==> src/rtl/i2c_pkg.sv <==
// Shared types for the I2C transaction arbiter: the 24-bit master descriptor,
// response error codes and the arbiter FSM states.
package i2c_pkg;

  typedef struct packed {
    logic [7:0] din;
    logic [7:0] addr;
    logic       op;
    logic [6:0] slv_addr;
  } i2c_desc_t;

  typedef enum logic [1:0] {
    RSP_OK      = 2'b00,
    RSP_NACK    = 2'b01,
    RSP_TIMEOUT = 2'b10
  } rsp_err_e;

  typedef enum logic [2:0] {
    ST_IDLE     = 3'd0,
    ST_GRANT    = 3'd1,
    ST_LAUNCH   = 3'd2,
    ST_WAIT_ACK = 3'd3,
    ST_WAIT_RD  = 3'd4,
    ST_RESP     = 3'd5
  } state_e;

endpackage

==> src/rtl/rr_arbiter.sv <==
// Combinational round-robin picker: first asserted request at or after ptr,
// wrapping at N, returned both one-hot and as an index.
module rr_arbiter #(
  parameter int N = 4
) (
  input  logic [N-1:0]         req,
  input  logic [$clog2(N)-1:0] ptr,
  output logic [N-1:0]         grant,
  output logic [$clog2(N)-1:0] idx
);

  localparam int W = $clog2(N);

  logic found;
  int   cand;

  // NOTE: blocking assignments here so each loop iteration sees 'found' from
  // the previous one; every output gets a default first so no latch is inferred.
  always_comb begin
    grant = '0;
    idx   = '0;
    found = 1'b0;
    cand  = 0;
    for (int off = 0; off < N; off++) begin
      cand = int'(ptr) + off;
      if (cand >= N) cand = cand - N;
      if (!found && req[cand]) begin
        found       = 1'b1;
        grant[cand] = 1'b1;
        idx         = W'(cand);
      end
    end
  end

endmodule

==> src/rtl/i2c_txn_arbiter.sv <==
// Shares one i2c_master between NUM_REQ requesters: round-robin grant, one
// transaction in flight, ACK/read-data tracking, timeout and per-requester response.
module i2c_txn_arbiter
  import i2c_pkg::*;
#(
  parameter int NUM_REQ        = 4,
  parameter int TIMEOUT_CYCLES = 100000
) (
  input  logic                 clk,
  input  logic                 rst,
  input  logic [NUM_REQ-1:0]   req_valid,
  output logic [NUM_REQ-1:0]   req_ready,
  input  logic [NUM_REQ*7-1:0] req_slv_addr,
  input  logic [NUM_REQ-1:0]   req_op,
  input  logic [NUM_REQ*8-1:0] req_addr,
  input  logic [NUM_REQ*8-1:0] req_wdata,
  output logic [NUM_REQ-1:0]   rsp_valid,
  output logic [7:0]           rsp_rdata,
  output logic [1:0]           rsp_err,
  output logic                 m_i2c_trigger,
  output logic [23:0]          m_addr_data_out,
  output logic                 m_valid_addr_data_out,
  input  logic                 m_valid_data_ack,
  input  logic                 m_valid_data_ack_valid,
  input  logic [7:0]           m_rdata_out,
  input  logic                 m_rdata_out_valid,
  output logic                 m_rdata_out_valid_ack,
  input  logic                 m_pending_wr,
  input  logic                 m_pending_rd
);

  localparam int IW = $clog2(NUM_REQ);
  localparam int TW = $clog2(TIMEOUT_CYCLES + 1);

  state_e             state;
  logic [NUM_REQ-1:0] req_q;
  logic [NUM_REQ-1:0] arb_grant;
  logic [IW-1:0]      arb_idx;
  logic [IW-1:0]      rr_ptr;
  logic [IW-1:0]      gnt_idx;
  i2c_desc_t          desc;
  i2c_desc_t          sel_desc;
  logic [7:0]         rdata_q;
  rsp_err_e           err_q;
  logic [TW-1:0]      timer;
  logic               rd_ack_q;
  logic               timed_out;

  // Arbitration runs on the vector captured when leaving IDLE, so requests
  // that change during GRANT cannot alter the winner.
  rr_arbiter #(.N(NUM_REQ)) u_rr_arbiter (
    .req   (req_q),
    .ptr   (rr_ptr),
    .grant (arb_grant),
    .idx   (arb_idx)
  );

  always_comb begin
    sel_desc.slv_addr = req_slv_addr[int'(arb_idx)*7 +: 7];
    sel_desc.op       = req_op[arb_idx];
    sel_desc.addr     = req_addr[int'(arb_idx)*8 +: 8];
    sel_desc.din      = req_op[arb_idx] ? 8'h00 : req_wdata[int'(arb_idx)*8 +: 8];
  end

  // The timer holds the number of wait cycles already completed.
  assign timed_out = (timer == TW'(TIMEOUT_CYCLES - 1));

  // NOTE: sequential state uses non-blocking assignments so every register
  // samples pre-edge values regardless of statement order.
  always_ff @(posedge clk) begin
    if (rst) begin
      state    <= ST_IDLE;
      req_q    <= '0;
      rr_ptr   <= '0;
      gnt_idx  <= '0;
      desc     <= '0;
      rdata_q  <= '0;
      err_q    <= RSP_OK;
      timer    <= '0;
      rd_ack_q <= 1'b0;
    end else begin
      rd_ack_q <= 1'b0;
      case (state)
        ST_IDLE: begin
          if (|req_valid && !m_pending_wr && !m_pending_rd) begin
            req_q <= req_valid;
            state <= ST_GRANT;
          end
        end
        ST_GRANT: begin
          gnt_idx <= arb_idx;
          desc    <= sel_desc;
          rr_ptr  <= (int'(arb_idx) == NUM_REQ - 1) ? '0 : arb_idx + IW'(1);
          state   <= ST_LAUNCH;
        end
        ST_LAUNCH: begin
          timer   <= '0;
          rdata_q <= '0;
          err_q   <= RSP_OK;
          state   <= ST_WAIT_ACK;
        end
        ST_WAIT_ACK: begin
          timer <= timer + TW'(1);
          if (m_valid_data_ack_valid) begin
            if (!m_valid_data_ack) begin
              err_q <= RSP_NACK;
              state <= ST_RESP;
            end else if (desc.op) begin
              state <= ST_WAIT_RD;
            end else begin
              state <= ST_RESP;
            end
          end else if (timed_out) begin
            err_q <= RSP_TIMEOUT;
            state <= ST_RESP;
          end
        end
        ST_WAIT_RD: begin
          timer <= timer + TW'(1);
          if (m_rdata_out_valid) begin
            rdata_q  <= m_rdata_out;
            rd_ack_q <= 1'b1;
            state    <= ST_RESP;
          end else if (timed_out) begin
            err_q   <= RSP_TIMEOUT;
            rdata_q <= '0;
            state   <= ST_RESP;
          end
        end
        ST_RESP: state <= ST_IDLE;
        default: state <= ST_IDLE;
      endcase
    end
  end

  // Outputs are pure decodes of registered state, so all are 0 out of reset.
  assign req_ready             = (state == ST_GRANT) ? arb_grant : '0;
  assign m_i2c_trigger         = (state == ST_LAUNCH);
  assign m_valid_addr_data_out = (state == ST_LAUNCH) || (state == ST_WAIT_ACK) ||
                                 (state == ST_WAIT_RD);
  assign m_addr_data_out       = m_valid_addr_data_out ? desc : '0;
  assign m_rdata_out_valid_ack = rd_ack_q;
  assign rsp_valid             = (state == ST_RESP) ? (NUM_REQ'(1) << gnt_idx) : '0;
  assign rsp_rdata             = (state == ST_RESP) ? rdata_q : '0;
  assign rsp_err               = (state == ST_RESP) ? err_q : RSP_OK;

endmodule
==> config.mk <==
export PLATFORM = sky130hd
export DESIGN_NAME = i2c_txn_arbiter
export DESIGN_NICKNAME = d
export VERILOG_FILES = /design/src/rtl/i2c_pkg.sv /design/src/rtl/rr_arbiter.sv /design/src/rtl/i2c_txn_arbiter.sv
export SDC_FILE = /design/constraint.sdc
export NUM_CORES = 1
export LEC_CHECK = 0
export ABC_AREA = 1
export CAP_MARGIN = 20
export CORE_MARGIN = 3
export CORE_UTILIZATION = 58
export DETAILED_ROUTE_END_ITERATION = 7
export DONT_BUFFER_PORTS = 1
export HOLD_SLACK_MARGIN = 0.12
export PLACE_DENSITY_LB_ADDON = 0.15
export SYNTH_ARGS = -nofsm -noshare
export SYNTH_HDL_FRONTEND = slang
export SYNTH_SLANG_ARGS = --single-unit
export TNS_END_PERCENT = 10
==> constraint.sdc <==
create_clock -name clk -period 2.3 [get_ports clk]
set_input_delay 0.23 -clock clk [delete_from_list [all_inputs] [get_ports clk]]
set_output_delay 0.23 -clock clk [all_outputs]
set_load 0.01 [all_outputs]
==> results.json, run 1 <==
{
  "tritoncts": "yes",
  "numClockSinks": 63,
  "p_leak_nw": 2.163,
  "antenna_left": 0,
  "postSynth.topFlopCell": "dfxtp_1",
  "power_density_nw_per_um2": 1322,
  "worst_max_slew_margin_expressed_relative_to_the_limit": 0.5849,
  "grt_use_total": 0.2570,
  "worst_pin_slew_ps": 620.4,
  "fp.coreArea_sq_um": 7292,
  "irDropWorstVdd_v": 0.001011,
  "outcome": "finished clean",
  "min_period_ps": 2192,
  "yosysMostFrequentCell": "nand2_1",
  "initial_antenna_violation_count": 0,
  "numCtsBuffers": 9,
  "finalMaxSlewViolations": 0,
  "fin_area_sq_um": 5076,
  "placedInstanceArea_sq_um": 4543,
  "worst_skew_pair.late_latency_ps": 340,
  "count_of_final_hold_check_violations": 0,
  "clock_tree.htree_level_count": 3,
  "fraction_of_registers_with_async_set_reset": 0,
  "vias": 4556,
  "multiplexer_share_of_the_synthesized_area": 0,
  "critPathMaxFanout": 5,
  "worst_hold_slack_ps": 132.3,
  "timing_worst_setup_path_type": "reg2out",
  "synth.yosys.seq_area_share": 0.2881,
  "pin_count_of_the_biggest_net_entering_global_routing": 50,
  "layout-area-overhead-vs-synth_pct": 15.95,
  "initial_utilization": 0.6004,
  "seqCellArea_sq_um": 1266,
  "syn_nets": 809,
  "timing.final.crit_share": 0.9530,
  "postSynthAreaPerCell_sq_um": 6.354,
  "synthDominantCellAreaShare": 0.2881,
  "fraction_of_the_mapped_netlist_area_in_compound_gates": 0.2026,
  "biggest_area_consumer_among_synthesized_cells": "dfxtp_1",
  "clock_tree.root_cell": "clkbuf_8",
  "critical_path.endpoint_type": "output pin",
  "final_routed_wire_length_divided_by_cell_count_microns": 14.23,
  "grt_pass1_wl_mm": 18.31,
  "worst-endpoint-required_ps": 2070,
  "number_of_enable_flip_flop_cells_after_synthesis": 0,
  "chipHeight_microns": 92.88,
  "floorplan.die_area_sq_um": 8627,
  "max-cap-violations": 0,
  "synth-xor-area-share": 0.002001,
  "num_io_pins": 160,
  "overflow_left_after_global_routing": 0,
  "area_share_of_fa_ha_maj_cells_after_synthesis": 0.01429,
  "ys_warn_count": 0,
  "drive_gt1_frac": 0.1413,
  "min-delay-path-class": "in2reg",
  "multi_input_comb_area_sq_um": 2466,
  "place_congestion": 0.9248,
  "biggest_cell_delay_along_the_critical_path_ps": 370,
  "first_global_vias": 4091,
  "synth_top_cells_by_count": "nand2_1 (147), inv_1 (132), dfxtp_1 (63)",
  "drtPass1Iterations": 7,
  "dominant_combinational_cell_family_by_area_after_synthesis": "simple AND/OR/NAND/NOR gates",
  "achievable-frequency_mhz": 456.2,
  "report.final.setup_viol": 0,
  "crit_path_frequent_cell": "inv_2",
  "path_clk_slew_ps": 60,
  "portBuffers": 0,
  "synth_top_cells_by_area": "dfxtp_1 (29%), nand2_1 (13%), inv_1 (11%)",
  "critPathArrivalTime_ps": 1960,
  "nFillCells": 652,
  "drc": 0,
  "routed_via_density": 5.549,
  "fin_nets": 837,
  "core.rowCount": 31,
  "synth_cells": 689,
  "crit_slowest_cell": "dfxtp_4",
  "finalClockSkew_ps": 8.851,
  "drt_iter0_drc": 159,
  "netlist_area_sq_um": 4378,
  "cell_chain_of_the_critical_path": "inv_8, ha_4, inv_2, nand3_2, nand2_4, inv_4, nor2_8, nand3_4, o22ai_1, a21oi_1, o21ai_0, nand2_1, inv_2",
  "synth-seq-cells": 63,
  "cts_max_path_buffers": 2,
  "die_width_microns": 92.88,
  "post_synth_num_cell_types": 45,
  "yosys.area_share.simple": 0.3312,
  "place_hpwl_mm": 8.331,
  "antenna_cells_inserted": 0,
  "critPathLaunchType": "flop",
  "final_wl_mm": 11.69
}
## through the flow
step	TNS [ps]	power (mW)	instances	worst slack, ps	util
6_report	0	6.711	821	108.1	0.6961
5_1_grt	-51.84	7.227	821	-20.58	0.6961
2_1_floorplan	0	4.556	689	24.08	-
3_3_place_gp	0	5.206	781	102.7	0.6230
4_1_cts	0	6.512	817	51.63	0.6865
3_5_place_dp	-2.177	5.306	781	-2.177	0.6230
## repair_timing
action                                  CTS  global route
pin swaps                                 1             5
endpoints found under the setup margin    6            12
hold endpoints to repair                 55             0
resized for setup                         5            17
hold buffers                             20             0
setup buffers                             0             4
## layout make-up
| class | instances | share of cell area |
|---|---|---|
| clock inverter | 3 | 0.01282 |
| multi-input combinational | 456 | 0.4858 |
| sequential | 63 | 0.2494 |
| clock buffer | 13 | 0.03130 |
| inverter | 137 | 0.1033 |
| tap | 99 | 0.02440 |
| timing repair buffer | 50 | 0.09293 |
## cell usage in the layout (no fill, tap or decap), drive strengths merged, types with 9 or more instances in the layout
master and instances:
nand2 163, inv 137, dfxtp 63, a21oi 59
nand3 55, nor2 54, buf 31, o21ai 30
dlygate4sd3 19, nand3b 17, o211ai 15, clkbuf 13
a211oi 9, nor3 9
## path summary, 6_finish.rpt
kind	cells after the start	slack, ps	endpoint	startpoint
max	13	110	req_ready[0]	rr_ptr[0]$_SDFFE_PP0P_
min	4	130	desc[4]$_SDFFE_PP0P_	req_slv_addr[18]
max reg2reg	15	130	desc[20]$_SDFFE_PP0P_	rr_ptr[0]$_SDFFE_PP0P_
min reg2reg	2	470	desc[18]$_SDFFE_PP0P_	desc[18]$_SDFFE_PP0P_
## cell families after synthesis
logic type / after synthesis
AOI/OAI and AO/OA: 142
xor gates and xnor gates: 1
adders and majority gates: 5
buffers and inverters: 170
DFF: 63
and+or+nand+nor: 308
## per-layer routing
| metal | up-vias | wire length [microns] | global-route usage | share of wire |
|---|---|---|---|---|
| met2 | 159 | 5757 | 0.4319 | 0.49 |
| met4 | 0 | 262 | 0.08669 | 0.022 |
| met3 | 31 | 707 | 0.05037 | 0.061 |
| li1 | 2276 | - | - | - |
| met5 | - | 0 | 0 | 0 |
| met1 | 2090 | 4957 | 0.3283 | 0.42 |
## power by group
group / internal (mW) / switching (mW)
logic: 1.62 / 2.64
clock network: 0.669 / 0.416
registers: 1.27 / 0.0986
## flip-flops by register name, summed over array words and instances (netlist names)
register	count
desc	24
err_q	2
gnt_idx	2
m_rdata_out_valid_ack	1
rdata_q	8
req_q	4
rr_ptr	2
state	3
timer	17
## worst max-delay path: cells and delay by family (launching register included)
| kind | cells | cell delay, ps |
|---|---|---|
| simple gates | 5 | 510 |
| buf+inv | 4 | 220 |
| fa+ha+maj | 1 | 240 |
| compound gates | 3 | 270 |
| flops | 1 | 370 |
(Power assumes the default switching activity.)
==> inputs of run 2 (changes only) <==
CTS_CLUSTER_DIAMETER = 60   (was unset)
==> results of run 2 <==
The final DEF is identical to that of run 1; final timing and power are the same.
==> inputs of run 3 (changes only) <==
CORE_UTILIZATION = 41   (was 58)
DONT_BUFFER_PORTS = unset   (was 1)
==> run 3 against run 2 <==
Net effect:
- register-to-register slack got worse by 30 ps
- worst hold slack improved by 230 ps
- wire length rose by 20%
- sequential share of layout area is 6.1 points lower
- critical path depth up 1
- cell count increased by 22%
- combinational power grew 23%
- via count grew 12%
- first-iteration DRC count grew 140%
- critical path type unchanged
- largest cell class unchanged
==> results.json, run 3 (synthesis results as in run 1) <==
{
  "worst_r2r_startpoint": "rr_ptr[0]$_SDFFE_PP0P_",
  "die_width_microns": 109.3,
  "p_leak_nw": 3.183,
  "antenna_left": 0,
  "final_wl_mm": 14.06,
  "registers.top_by_ff_count": "desc",
  "count_of_final_hold_check_violations": 0,
  "tritoncts": "yes",
  "numClockSinks": 63,
  "post-route-util": 0.6483,
  "first_global_vias": 4604,
  "numCtsBuffers": 9,
  "drtPass1Iterations": 7,
  "cell_chain_of_the_critical_path": "inv_8, ha_4, inv_2, nand3_2, nand2_4, inv_2, nor2_8, nand3_4, o22ai_2, a21oi_1, o21ai_1, nand2_1, inv_1, buf_2",
  "vias": 5085,
  "critical_path.endpoint_type": "output pin",
  "drt_iter0_drc": 381,
  "worst-endpoint-required_ps": 2070,
  "finalMaxSlewViolations": 0,
  "timing.reg2reg.worst_path_depth": 17,
  "antenna_cells_inserted": 0,
  "drc": 0,
  "clock_tree.htree_level_count": 3,
  "biggest_cell_delay_along_the_critical_path_ps": 380,
  "final_cell_mix": "nand2_1 (144), clkdlybuf4s50_1 (131), inv_1 (129), dfxtp_1 (59), nand3_1 (49)",
  "power_density_nw_per_um2": 1129,
  "cts_max_path_buffers": 2,
  "max-cap-violations": 0,
  "setup.reg_to_reg.worst_slack_ps": 100,
  "report.final.setup_viol": 0,
  "layout-area-overhead-vs-synth_pct": 53.56,
  "fp.coreArea_sq_um": 10370,
  "grt_use_total": 0.2138,
  "largest_register_ffs": 24,
  "place_congestion": 0.8680,
  "largest_registers": "desc (24), timer (17), rdata_q (8)",
  "initial_antenna_violation_count": 0,
  "irDropWorstVdd_v": 0.0007835,
  "crit_path_frequent_cell": "inv_2",
  "final_routed_wire_length_divided_by_cell_count_microns": 14.00,
  "nFillCells": 951,
  "critPathArrivalTime_ps": 2040,
  "chipHeight_microns": 109.3,
  "grt_pass1_wl_mm": 20.75,
  "routed_via_density": 5.065,
  "num_io_pins": 160,
  "achievable-frequency_mhz": 441.0,
  "timing.rr.end": "desc[21]$_SDFFE_PP0P_",
  "seqCellArea_sq_um": 1269,
  "outcome": "finished clean",
  "drive_gt1_frac": 0.1452,
  "floorplan.die_area_sq_um": 11950,
  "clock_tree.root_cell": "clkbuf_8",
  "worst_max_slew_margin_expressed_relative_to_the_limit": 0.6279,
  "timing_worst_setup_path_type": "reg2out",
  "ctsHoldBuffers": 0,
  "critPathMaxFanout": 4,
  "min_period_ps": 2267,
  "timing.final.crit_share": 0.9858,
  "path_clk_slew_ps": 70,
  "critPathLaunchType": "flop",
  "setup.worst_path.start": "rr_ptr[0]$_SDFFE_PP0P_",
  "end_point_of_the_critical_path": "req_ready[1]",
  "pin_count_of_the_biggest_net_entering_global_routing": 30,
  "core.rowCount": 37,
  "initial_utilization": 0.4222,
  "worst_hold_slack_ps": 362.7,
  "overflow_left_after_global_routing": 0,
  "cts_post_setup_buffers_inserted": 0,
  "layout.cells.most_common": "nand2_1",
  "place_hpwl_mm": 10.36,
  "worst_skew_pair.late_latency_ps": 350,
  "rsz0062_at_grt": "yes",
  "multi_input_comb_area_sq_um": 2559,
  "finalClockSkew_ps": 11.21,
  "worst_pin_slew_ps": 557.6,
  "portBuffers": 159,
  "min-delay-path-class": "in2reg",
  "fin_nets": 983,
  "crit_slowest_cell": "dfxtp_4"
}
-- run 3: layout make-up --
class                   instances  area share
repair buffers                194      0.2982
inverters                     137     0.07798
flip-flops and latches         63      0.1887
well taps                     136     0.02531
multi-input cells             458      0.3806
clock buffers                   9     0.01843
clock inverters                 7     0.01079
-- run 3: critical path: cells and delay by family (launching register included) --
kind / cells / cell delay (ps)
AOI/OAI and AO/OA: 3 / 310
adders and majority gates: 1 / 240
buffers and inverters: 5 / 320
DFF: 1 / 380
and+or+nand+nor: 5 / 430
-- run 3: timing repair --
action / CTS / global route
gates resized for setup: 23 / 60
endpoints found under the setup margin: 30 / 63
gates cloned: 0 / 5
pin swaps: 1 / 8
-- run 3: routing by layer --
metal  GRT usage  vias up  routed length [microns]
li1            -     2574                        -
met4     0.04185        0                      246
met3     0.04991       21                      690
met1      0.2660     2340                     6017
met2      0.3775      150                     7105
met5           0        -                        0
-- run 3: worst min path at each step --
stage	startpoint	cells past startpoint	to	slack, ps
2_1_floorplan	m_rdata_out[0]	2	rdata_q[0]$_SDFFE_PP0P_	340
3_3_place_gp	desc[22]$_SDFFE_PP0P_	2	desc[22]$_SDFFE_PP0P_	450
3_5_place_dp	err_q[1]$_SDFFE_PP0P_	2	err_q[1]$_SDFFE_PP0P_	460
4_1_cts	rst	2	desc[19]$_SDFFE_PP0P_	360
5_1_grt	rst	2	desc[21]$_SDFFE_PP0P_	390
6_report	rst	2	desc[21]$_SDFFE_PP0P_	360
-- run 3: power by group --
part	total, mW	leakage (nW)	switching, mW	internal, mW
combinational	5.25	2.57	2.96	2.29
sequential	1.37	0.513	0.104	1.27
clock	0.970	0.0956	0.469	0.501
-- run 3: through the flow --
step / power (mW) / std cells / instance area, sq um / setup WS (ps) / TNS, ps
final: 7.591 / 1004 / 6723 / 32.59 / 0
after global routing: 8.181 / 1004 / 6723 / -97.03 / -488.3
after CTS: 6.910 / 999 / 6476 / -21.14 / -28.11
after detailed placement: 5.844 / 983 / 6233 / -223.0 / -2023
after global placement: 5.717 / 983 / 6233 / -82.86 / -307.7
after floorplan: 4.556 / 689 / 4378 / 24.08 / 0
